`src/rtl/imm_pkg.sv`:
```
// Shared types for the immediate generator: immediate kinds, RV opcodes, buffer states.
// Latency: n/a (types and constants only).
// Backpressure: n/a.
package imm_pkg;

    typedef enum logic [2:0] {
        IMM_NONE = 3'd0,
        IMM_I    = 3'd1,
        IMM_S    = 3'd2,
        IMM_B    = 3'd3,
        IMM_U    = 3'd4,
        IMM_J    = 3'd5,
        IMM_Z    = 3'd6
    } imm_type_e;

    // Encoding doubles as the occupancy count of the output buffer
    typedef enum logic [1:0] {
        BUF_EMPTY = 2'd0,
        BUF_ONE   = 2'd1,
        BUF_FULL  = 2'd2
    } buf_state_e;

    localparam logic [6:0] OPC_LOAD   = 7'b0000011;
    localparam logic [6:0] OPC_OPIMM  = 7'b0010011;
    localparam logic [6:0] OPC_JALR   = 7'b1100111;
    localparam logic [6:0] OPC_STORE  = 7'b0100011;
    localparam logic [6:0] OPC_BRANCH = 7'b1100011;
    localparam logic [6:0] OPC_LUI    = 7'b0110111;
    localparam logic [6:0] OPC_AUIPC  = 7'b0010111;
    localparam logic [6:0] OPC_JAL    = 7'b1101111;
    localparam logic [6:0] OPC_OP     = 7'b0110011;
    localparam logic [6:0] OPC_SYSTEM = 7'b1110011;

endpackage

```
`src/rtl/imm_gen_pipe_if.sv`:
```
// Instruction-in / immediate-out bus with valid/ready on both sides.
// Latency: n/a (wiring only).
// Backpressure: in_ready from the buffer, out_ready from the consumer.
interface imm_gen_pipe_if #(
    parameter int XLEN  = 32,
    parameter int TAG_W = 8
);
    logic                  in_valid;
    logic                  in_ready;
    logic [31:0]           inst;
    logic [TAG_W-1:0]      in_tag;
    logic                  out_valid;
    logic                  out_ready;
    logic [XLEN-1:0]       out_imm;
    imm_pkg::imm_type_e    out_type;
    logic                  out_illegal;
    logic [TAG_W-1:0]      out_tag;

    modport master (
        output in_valid, inst, in_tag, out_ready,
        input  in_ready, out_valid, out_imm, out_type, out_illegal, out_tag
    );

    modport slave (
        input  in_valid, inst, in_tag, out_ready,
        output in_ready, out_valid, out_imm, out_type, out_illegal, out_tag
    );
endinterface

```
`src/rtl/imm_gen_core.sv`:
```
// Combinational RV immediate decoder: inst -> extended imm, kind, illegal flag.
// Latency: 0 cycles (pure combinational).
// Backpressure: none; caller decides when the result is captured.
module imm_gen_core
    import imm_pkg::*;
#(
    parameter int XLEN    = 32,
    parameter bit EN_ZIMM = 1'b1
) (
    input  logic [31:0]     inst,
    output logic [XLEN-1:0] imm,
    output imm_type_e       imm_type,
    output logic            illegal
);

    logic [6:0] opcode;
    assign opcode = inst[6:0];

    // Signed width casts give sign extension to XLEN for both 32 and 64
    always_comb begin
        imm      = '0;
        imm_type = IMM_NONE;
        illegal  = 1'b0;
        case (opcode)
            OPC_LOAD, OPC_OPIMM, OPC_JALR: begin
                imm      = XLEN'($signed(inst[31:20]));
                imm_type = IMM_I;
            end
            OPC_STORE: begin
                imm      = XLEN'($signed({inst[31:25], inst[11:7]}));
                imm_type = IMM_S;
            end
            OPC_BRANCH: begin
                imm      = XLEN'($signed({inst[31], inst[7], inst[30:25], inst[11:8], 1'b0}));
                imm_type = IMM_B;
            end
            OPC_LUI, OPC_AUIPC: begin
                imm      = XLEN'($signed({inst[31:12], 12'b0}));
                imm_type = IMM_U;
            end
            OPC_JAL: begin
                imm      = XLEN'($signed({inst[31], inst[19:12], inst[20], inst[30:21], 1'b0}));
                imm_type = IMM_J;
            end
            OPC_OP: begin
                imm_type = IMM_NONE;
            end
            OPC_SYSTEM: begin
                if (!EN_ZIMM) begin
                    illegal = 1'b1;
                end else if (inst[14]) begin
                    imm      = XLEN'(inst[19:15]);
                    imm_type = IMM_Z;
                end
            end
            default: illegal = 1'b1;
        endcase
    end

endmodule

```
`src/rtl/imm_gen_pipe.sv`:
```
// Registered immediate generator with a 2-entry FIFO output buffer and sideband tag.
// Latency: 1 cycle push-to-out_valid, no same-cycle bypass.
// Backpressure: in_ready = buffer not full (state only); entries held while out_ready is low.
module imm_gen_pipe
    import imm_pkg::*;
#(
    parameter int XLEN    = 32,
    parameter int TAG_W   = 8,
    parameter bit EN_ZIMM = 1'b1
) (
    input  logic           clk,
    input  logic           rst_n,
    input  logic           flush,
    imm_gen_pipe_if.slave  bus
);

    buf_state_e        state_q, state_d;
    logic              wr_ptr, rd_ptr;
    logic              push, pop;

    logic [XLEN-1:0]   imm_q     [2];
    imm_type_e         type_q    [2];
    logic              illegal_q [2];
    logic [TAG_W-1:0]  tag_q     [2];

    logic [XLEN-1:0]   dec_imm;
    imm_type_e         dec_type;
    logic              dec_illegal;

    imm_gen_core #(
        .XLEN    (XLEN),
        .EN_ZIMM (EN_ZIMM)
    ) u_core (
        .inst     (bus.inst),
        .imm      (dec_imm),
        .imm_type (dec_type),
        .illegal  (dec_illegal)
    );

    assign bus.in_ready  = (state_q != BUF_FULL);
    assign bus.out_valid = (state_q != BUF_EMPTY);
    assign push          = bus.in_valid & bus.in_ready;
    assign pop           = bus.out_valid & bus.out_ready;

    always_ff @(posedge clk or negedge rst_n) begin
        if (!rst_n) state_q <= BUF_EMPTY;
        else        state_q <= state_d;
    end

    // Flush wins over any same-cycle push; a same-cycle pop has already transferred
    always_comb begin
        state_d = state_q;
        if (flush) begin
            state_d = BUF_EMPTY;
        end else begin
            case (state_q)
                BUF_EMPTY: if (push) state_d = BUF_ONE;
                BUF_ONE: begin
                    if (push && !pop)      state_d = BUF_FULL;
                    else if (pop && !push) state_d = BUF_EMPTY;
                end
                BUF_FULL:  if (pop) state_d = BUF_ONE;
                default:   state_d = BUF_EMPTY;
            endcase
        end
    end

    always_ff @(posedge clk or negedge rst_n) begin
        if (!rst_n) begin
            wr_ptr <= 1'b0;
            rd_ptr <= 1'b0;
            for (int i = 0; i < 2; i++) begin
                imm_q[i]     <= '0;
                type_q[i]    <= IMM_NONE;
                illegal_q[i] <= 1'b0;
                tag_q[i]     <= '0;
            end
        end else if (flush) begin
            wr_ptr <= 1'b0;
            rd_ptr <= 1'b0;
        end else begin
            if (push) begin
                imm_q[wr_ptr]     <= dec_imm;
                type_q[wr_ptr]    <= dec_type;
                illegal_q[wr_ptr] <= dec_illegal;
                tag_q[wr_ptr]     <= bus.in_tag;
                wr_ptr            <= ~wr_ptr;
            end
            if (pop) rd_ptr <= ~rd_ptr;
        end
    end

    assign bus.out_imm     = imm_q[rd_ptr];
    assign bus.out_type    = type_q[rd_ptr];
    assign bus.out_illegal = illegal_q[rd_ptr];
    assign bus.out_tag     = tag_q[rd_ptr];

endmodule

```
`src/flat_wrapper.sv`:
```
// flat-port wrapper written by rule: the top's interface ports become plain ports
module imm_gen_pipe_flat import imm_pkg::*;
#(
    parameter int XLEN    = 32,
    parameter int TAG_W   = 8,
    parameter bit EN_ZIMM = 1'b1
)
  (clk, rst_n, flush, bus_in_valid, bus_inst, bus_in_tag, bus_out_ready, bus_in_ready, bus_out_valid, bus_out_imm, bus_out_type, bus_out_illegal, bus_out_tag);
  imm_gen_pipe_if #(.XLEN(XLEN), .TAG_W(TAG_W)) bus_i ();
  input  logic clk;
  input  logic rst_n;
  input  logic flush;
  input wire logic [$bits(bus_i.in_valid)-1:0] bus_in_valid;
  input wire logic [$bits(bus_i.inst)-1:0] bus_inst;
  input wire logic [$bits(bus_i.in_tag)-1:0] bus_in_tag;
  input wire logic [$bits(bus_i.out_ready)-1:0] bus_out_ready;
  output wire logic [$bits(bus_i.in_ready)-1:0] bus_in_ready;
  output wire logic [$bits(bus_i.out_valid)-1:0] bus_out_valid;
  output wire logic [$bits(bus_i.out_imm)-1:0] bus_out_imm;
  output wire logic [$bits(bus_i.out_type)-1:0] bus_out_type;
  output wire logic [$bits(bus_i.out_illegal)-1:0] bus_out_illegal;
  output wire logic [$bits(bus_i.out_tag)-1:0] bus_out_tag;
  assign bus_i.in_valid = bus_in_valid;
  assign bus_i.inst = bus_inst;
  assign bus_i.in_tag = bus_in_tag;
  assign bus_i.out_ready = bus_out_ready;
  assign bus_in_ready = bus_i.in_ready;
  assign bus_out_valid = bus_i.out_valid;
  assign bus_out_imm = bus_i.out_imm;
  assign bus_out_type = bus_i.out_type;
  assign bus_out_illegal = bus_i.out_illegal;
  assign bus_out_tag = bus_i.out_tag;
  imm_gen_pipe #(.XLEN(XLEN), .TAG_W(TAG_W), .EN_ZIMM(EN_ZIMM)) u_core (.clk(clk), .rst_n(rst_n), .flush(flush), .bus(bus_i));
endmodule
```
`config.mk`:
```
export PLATFORM = sky130hd
export DESIGN_NAME = imm_gen_pipe_flat
export DESIGN_NICKNAME = d
export VERILOG_FILES = /design/src/rtl/imm_pkg.sv /design/src/rtl/imm_gen_pipe_if.sv /design/src/rtl/imm_gen_core.sv /design/src/rtl/imm_gen_pipe.sv /design/src/flat_wrapper.sv
export SDC_FILE = /design/constraint.sdc
export NUM_CORES = 1
export LEC_CHECK = 0
export BUFFER_PORTS_ARGS = -buffer_cell sky130_fd_sc_hd__buf_2
export CAP_MARGIN = 20
export CORE_MARGIN = 3
export CORE_UTILIZATION = 50
export CTS_CLUSTER_DIAMETER = 100
export DETAILED_ROUTE_END_ITERATION = 8
export HOLD_SLACK_MARGIN = 0.08
export PLACE_DENSITY = 0.85
export SYNTH_ARGS = -nofsm -noshare
export SYNTH_HDL_FRONTEND = slang
export SYNTH_SLANG_ARGS = --single-unit
```
`constraint.sdc`:
```
create_clock -name clk -period 1.55 [get_ports clk]
set_input_delay 0.155 -clock clk [delete_from_list [all_inputs] [get_ports clk]]
set_output_delay 0.155 -clock clk [all_outputs]
set_load 0.05 [all_outputs]
```
# ---- Word-level counts from Yosys, hierarchy flattened
# Index checks and enable logic that the tools add are counted.
# W data, S select, Z words.
dict set report totals {
  register_bits 92
  inputBits 45
  out_inout_bits 46
  word_cells 90
}
dict set report op_classes {
  order_cmp 3
  eq_ne 16
  muxes 39
  bitwise 7
  n_reduce_logical 14
}
# cell count
set ops {}
lappend ops {{$pmux W32 S6} 1}
lappend ops {{$mux W32} 4}
lappend ops {{$bwmux W64} 1}
lappend ops {{$demux W32 S1} 1}
lappend ops {{$mux W8} 4}
lappend ops {{$eq A7 B7 Y1 const B} 4}
lappend ops {{$eq A7 B6 Y1 const B} 3}
lappend ops {{$pmux W3 S6} 1}
lappend ops {{$bwmux W16} 1}
lappend ops {{$mux W3} 5}
lappend ops {{$eq A7 B5 Y1 const B} 2}
lappend ops {{$mux W2} 5}
lappend ops {{$reduce_or A10 Y1} 1}
lappend ops {{$mux W1} 9}
lappend ops {{$demux W8 S1} 1}
lappend ops {{$eq A7 B2 Y1 const B} 1}
lappend ops {{$bwmux W6} 1}
lappend ops {{$ne A3 B2 Y1 const B} 2}
lappend ops {{$pmux W2 S3} 1}
lappend ops {{$reduce_bool A2 Y1} 3}
lappend ops {{$mux W5} 1}
lappend ops {{$ge A2 B2 Y1 const B} 2}
lappend ops {{$ne A4 B2 Y1 const B} 1}
lappend ops {{$not A1 Y2} 2}
lappend ops {{other kinds (16)} 22}

# ---- Depth between registers and ports, before layout
dict set report logic_depth {
  ltp_word 8
  ltp_mapped 7
}

# ---- Cells and area by module
# From an unflattened synthesis, not the netlist that was laid out.
dict set report unflattened {
  hier_cells 347
  hier_area_um2 4642.0
}
# mod instances cells_per_inst area_each_um2 seq_area_each_um2
set by_module_without_submodules {}
lappend by_module_without_submodules {imm_gen_pipe 1 257 4013.8 2302.2}
lappend by_module_without_submodules {imm_gen_core 1 90 628.1 0.0}

# ---- Worst setup path after synthesis
# No wires, ideal clock.
dict set report synth_timing {
  path_type {register to register}
  start {register u_core.state_q[1]}
  end {register u_core.imm_q[26] (netlist bit)}
  setup_ns 0.128
  arrival_ns 1.555
  required_ns 1.422
  path_slack_ns -0.133
  stages_incl_launch_ff 7
  cell_sequence {dfrtp_1 -> nand2b_1 -> buf_4 -> and3_1 -> buf_2 -> buf_2 -> mux2_1}
}
dict set report synth_via {
  elab_chain_cells 3
}
# element line_no
set synth_lines {}
lappend synth_lines {{start, declared} imm_gen_pipe.sv:17} ;# buf_state_e state_q, state_d;
lappend synth_lines {{start signal, assigned} imm_gen_pipe.sv:47} ;# else state_q <= state_d;
lappend synth_lines {{$ne A2 B2 Y1} imm_gen_pipe.sv:40} ;# assign bus.in_ready = (state_q != BUF_FULL);
lappend synth_lines {{named net bus_in_ready} flat_wrapper.sv:17} ;# output wire logic [$bits(bus_i.in_ready)-1:0] bus_in_ready;
lappend synth_lines {{$and A1 B1 Y1} imm_gen_pipe.sv:42} ;# assign push = bus.in_valid & bus.in_ready;
lappend synth_lines {{$reduce_and A2 Y1 (no source line)} --}
lappend synth_lines {{end signal, assigned by index} imm_gen_pipe.sv:83} ;# imm_q[wr_ptr] <= dec_imm;
lappend synth_lines {{end, declared} imm_gen_pipe.sv:21} ;# logic [XLEN-1:0] imm_q [2];
# The timed path passes the listed nets, and every way through them passes these cells.
# A chain may end at the register's enable or synchronous reset.

# ---- Worst setup path after layout
dict set report layout_timing {
  start {register u_core.rd_ptr}
  end {output port bus_out_imm[19]}
}
dict set report layout_via {
  elab_chain_cells 4
}
# element line_no
set layout_lines {}
lappend layout_lines {{start, declared} imm_gen_pipe.sv:18} ;# logic wr_ptr, rd_ptr;
lappend layout_lines {{start signal, assigned} imm_gen_pipe.sv:89} ;# if (pop) rd_ptr <= ~rd_ptr;
lappend layout_lines {{$not A1 Y2 (not written as such)} imm_gen_pipe.sv:93} ;# assign bus.out_imm = imm_q[rd_ptr];
lappend layout_lines {{$mux W32 (not written as such) (3 in series)} imm_gen_pipe.sv:93}
lappend layout_lines {{end, declared} flat_wrapper.sv:19} ;# output wire logic [$bits(bus_i.out_imm)-1:0] bus_out_imm;
# No other way between the ends. The select of a mux whose other input is x is not followed.

==> flow_summary.toml <==
[status]
outcome = "finished, violations left"
violations = "setup timing"

[logic_synthesis]
synth_commonest_cells = "dfrtp_1, mux2_2, nand2_1"
synthDominantCellAreaShare_pct = 50.3
synth_top_area_cell = "dfrtp_1"
netlist_area_sq_um = 4570
yosysUniqueCellTypes = 55
synth_ff_type = "dfrtp_1"
yosysWarnings = 0
synthCells = 385
synth_seq_cells = 92
yosysMostFrequentCell = "dfrtp_1"
synthArstFlopShare_pct = 100
synth_seq_area_share_pct = 50.3
synthesis.nets = 430
syn_area_per_cell_sq_um = 11.9
synth-edff-count = 0
ys_top_cells_by_area = "dfrtp_1, mux2_2, nand2_1"

[layout]
final_area_sq_um = 6210
stdcell_count = 623
fill_cells = 561
multi_input_area_sq_um = 2240
drive_gt1_share_pct = 42.5
final_nets = 557
num_antenna_cells = 0
syn2layout_area_growth_pct = 35.8
register_area_sq_um = 2300

[timing]
hold_viol = 0
finalWorstSetupSlack_ps = -132
whs_ps = 96.7
fmax_mhz = 595
clock_skew_ps = 5.93
fin_crit_ps = 1680
rsz0062_at_grt = "true"
slew_headroom_pct = 61.7
slew_violations = 0
tns_ps = -4390
period_share_pct = 109
tightest_slew_ps = 570
setup_viol = 52

[pwr]
power.net_switching_mw = 2.19
powerDensity_nw_per_um2 = 1090
power.share.clock_pct = 25.9
ir_drop_mv = 0.704
p_comb_share_pct = 31.1
p_seq_share_pct = 42.9
power_leakage_nw = 2.90
intPower_mw = 4.56
swShare_pct = 32.4

[place]
dp.cells = 578
port_buffers = 90
gp_congestion = 0.875
place_worst_setup_slack_ps = -98.2
placed_cell_area_sq_um = 5290
hpwl_microns = 7990

[die]
num_io_pins = 91
dieHeight_microns = 102
die_w_microns = 102
core_area_sq_um = 8810
start_util_pct = 51.9
die_area_sq_um = 10300
num_rows = 34

[cts]
clk_path_buf_depth = 2
cts_tree = "done"
cts_root_buffer = "clkbuf_8"
clock-sinks = 92
worstSkewPairLatency_ps = 350
path_clk_slew_ps = 80
cts_buffers = 9
h-tree-depth = 3

[grt]
grt_overflow = 0
antenna_found_initial = 1
grt_pass1_wl_microns = 19500
grt_max_degree = 33
grt_pass1_vias = 3898
grtUsageTotal_pct = 24.6

[setup_path]
start_kind = "register"
r2r_start = "u_core.wr_ptr$_DFFE_PN0P_"
rr_worst_depth = 5
crit_path_start = "u_core.rd_ptr$_DFFE_PN0P_"
path_class = "reg2out"
worst-path-max-fanout = 23
crit_arrival_ps = 1530
endpoint = "bus_out_imm[19]"
required_ps = 1390
reg2reg_to = "u_core.imm_q[47]$_DFFE_PN0P_"
endpoint_kind = "output pin"
rrSetupSlack_ps = -20

[run]
cap_violations = 0

[min_path]
min_path_type = "in2reg"

[drt]
drt-pass1-iter-count = 6
postRouteAntennaNets = 0
vias = 3775
drc = 0
via_per_inst = 6.06
dr.first_iter.drc_count = 316
wl_microns = 12500
wl_per_cell_microns = 20.0
[repair_timing]
item                                    4_1_cts  5_1_grt
buffers inserted                              1        3
pin swaps                                     2        2
endpoints found under the hold margin        76        1
hold buffers                                 26        1
endpoints found under the setup margin       53       85
resized for setup                            96       25
[cell usage in the layout (no fill, tap or decap), drive strengths merged, types with 6 or more instances in the layout]
master,synthesis,final
nand3,6,6
dfrtp,92,92
a221o,16,16
clkbuf,3,10
nand2,46,46
a2bb2oi,11,11
a21oi,18,18
a22o,14,14
dlygate4sd3,0,27
buf,22,114
mux2,69,69
nor2b,6,6
nor2,21,21
[worst max-delay path, cell delays in order (launching register included)]
cell and delay, ps:
dfrtp_2 420, buf_12 210, mux2_2 370, buf_6 150
[flip-flops by register name, indices dropped and copies added (netlist names)]
signal,cells
u_core.illegal_q,2
u_core.imm_q,64
u_core.rd_ptr,1
u_core.state_q,2
u_core.tag_q,16
u_core.type_q,6
u_core.wr_ptr,1
[metrics by stage]
step                      total power, mW  utilization, %
after floorplan                      4.16               -
after global placement               4.58            60.1
after detailed placement             4.64            60.1
after CTS                            6.67            69.1
after global routing                 7.04            70.5
final                                6.75            70.5
[logic make-up (layout without fill, tap and decap cells)]
family,Yosys count,in the layout,share of synthesized area (%)
xor gates and xnor gates,2,2,0.383
and+or+nand+nor,106,106,13.5
AOI/OAI and AO/OA,87,87,15.3
muxes,71,71,17.4
DFF,92,92,50.3
buffers and inverters,27,157,3.04
[worst min-delay path by stage]
stage	from	to	slack (ps)	cells after the start
final	bus_inst[22]	u_core.imm_q[54]$_DFFE_PN0P_	100	3
after floorplan	rst_n	u_core.illegal_q[0]$_DFFE_PN0P_	-140	0
after CTS	bus_inst[26]	u_core.imm_q[38]$_DFFE_PN0P_	80	2
after detailed placement	rst_n	u_core.tag_q[5]$_DFFE_PN0P_	120	1
after global placement	rst_n	u_core.imm_q[45]$_DFFE_PN0P_	110	1
after global routing	bus_inst[22]	u_core.imm_q[54]$_DFFE_PN0P_	110	3
[power by group through the flow]
stage,Combinational (mW),Clock (mW),Sequential [mW]
2_1_floorplan,1.30,0,2.86
3_3_place_gp,1.68,0,2.90
3_5_place_dp,1.72,0,2.92
4_1_cts,2.03,1.77,2.88
5_1_grt,2.23,1.88,2.93
6_report,2.10,1.75,2.90
[cell type report]
class | count | share of cell area (%)
timing repair buffer | 141 | 21.1
inverter | 2 | 0.121
tap | 108 | 2.18
sequential | 92 | 37.1
clock inverter | 4 | 1.21
multi-input combinational | 266 | 36.1
clock buffer | 10 | 2.22
[routing by layer]
| layer | GRT usage (%) | vias up | part of all wire, % |
|---|---|---|---|
| met3 | 4.68 | 40 | 6.6 |
| met2 | 41.4 | 186 | 51 |
| met1 | 30.5 | 1866 | 40 |
| met4 | 11.7 | 2 | 2.8 |
| met5 | 0 | - | 0.14 |
| li1 | - | 1681 | - |
No activity file was read; power rests on OpenSTA's default activity.
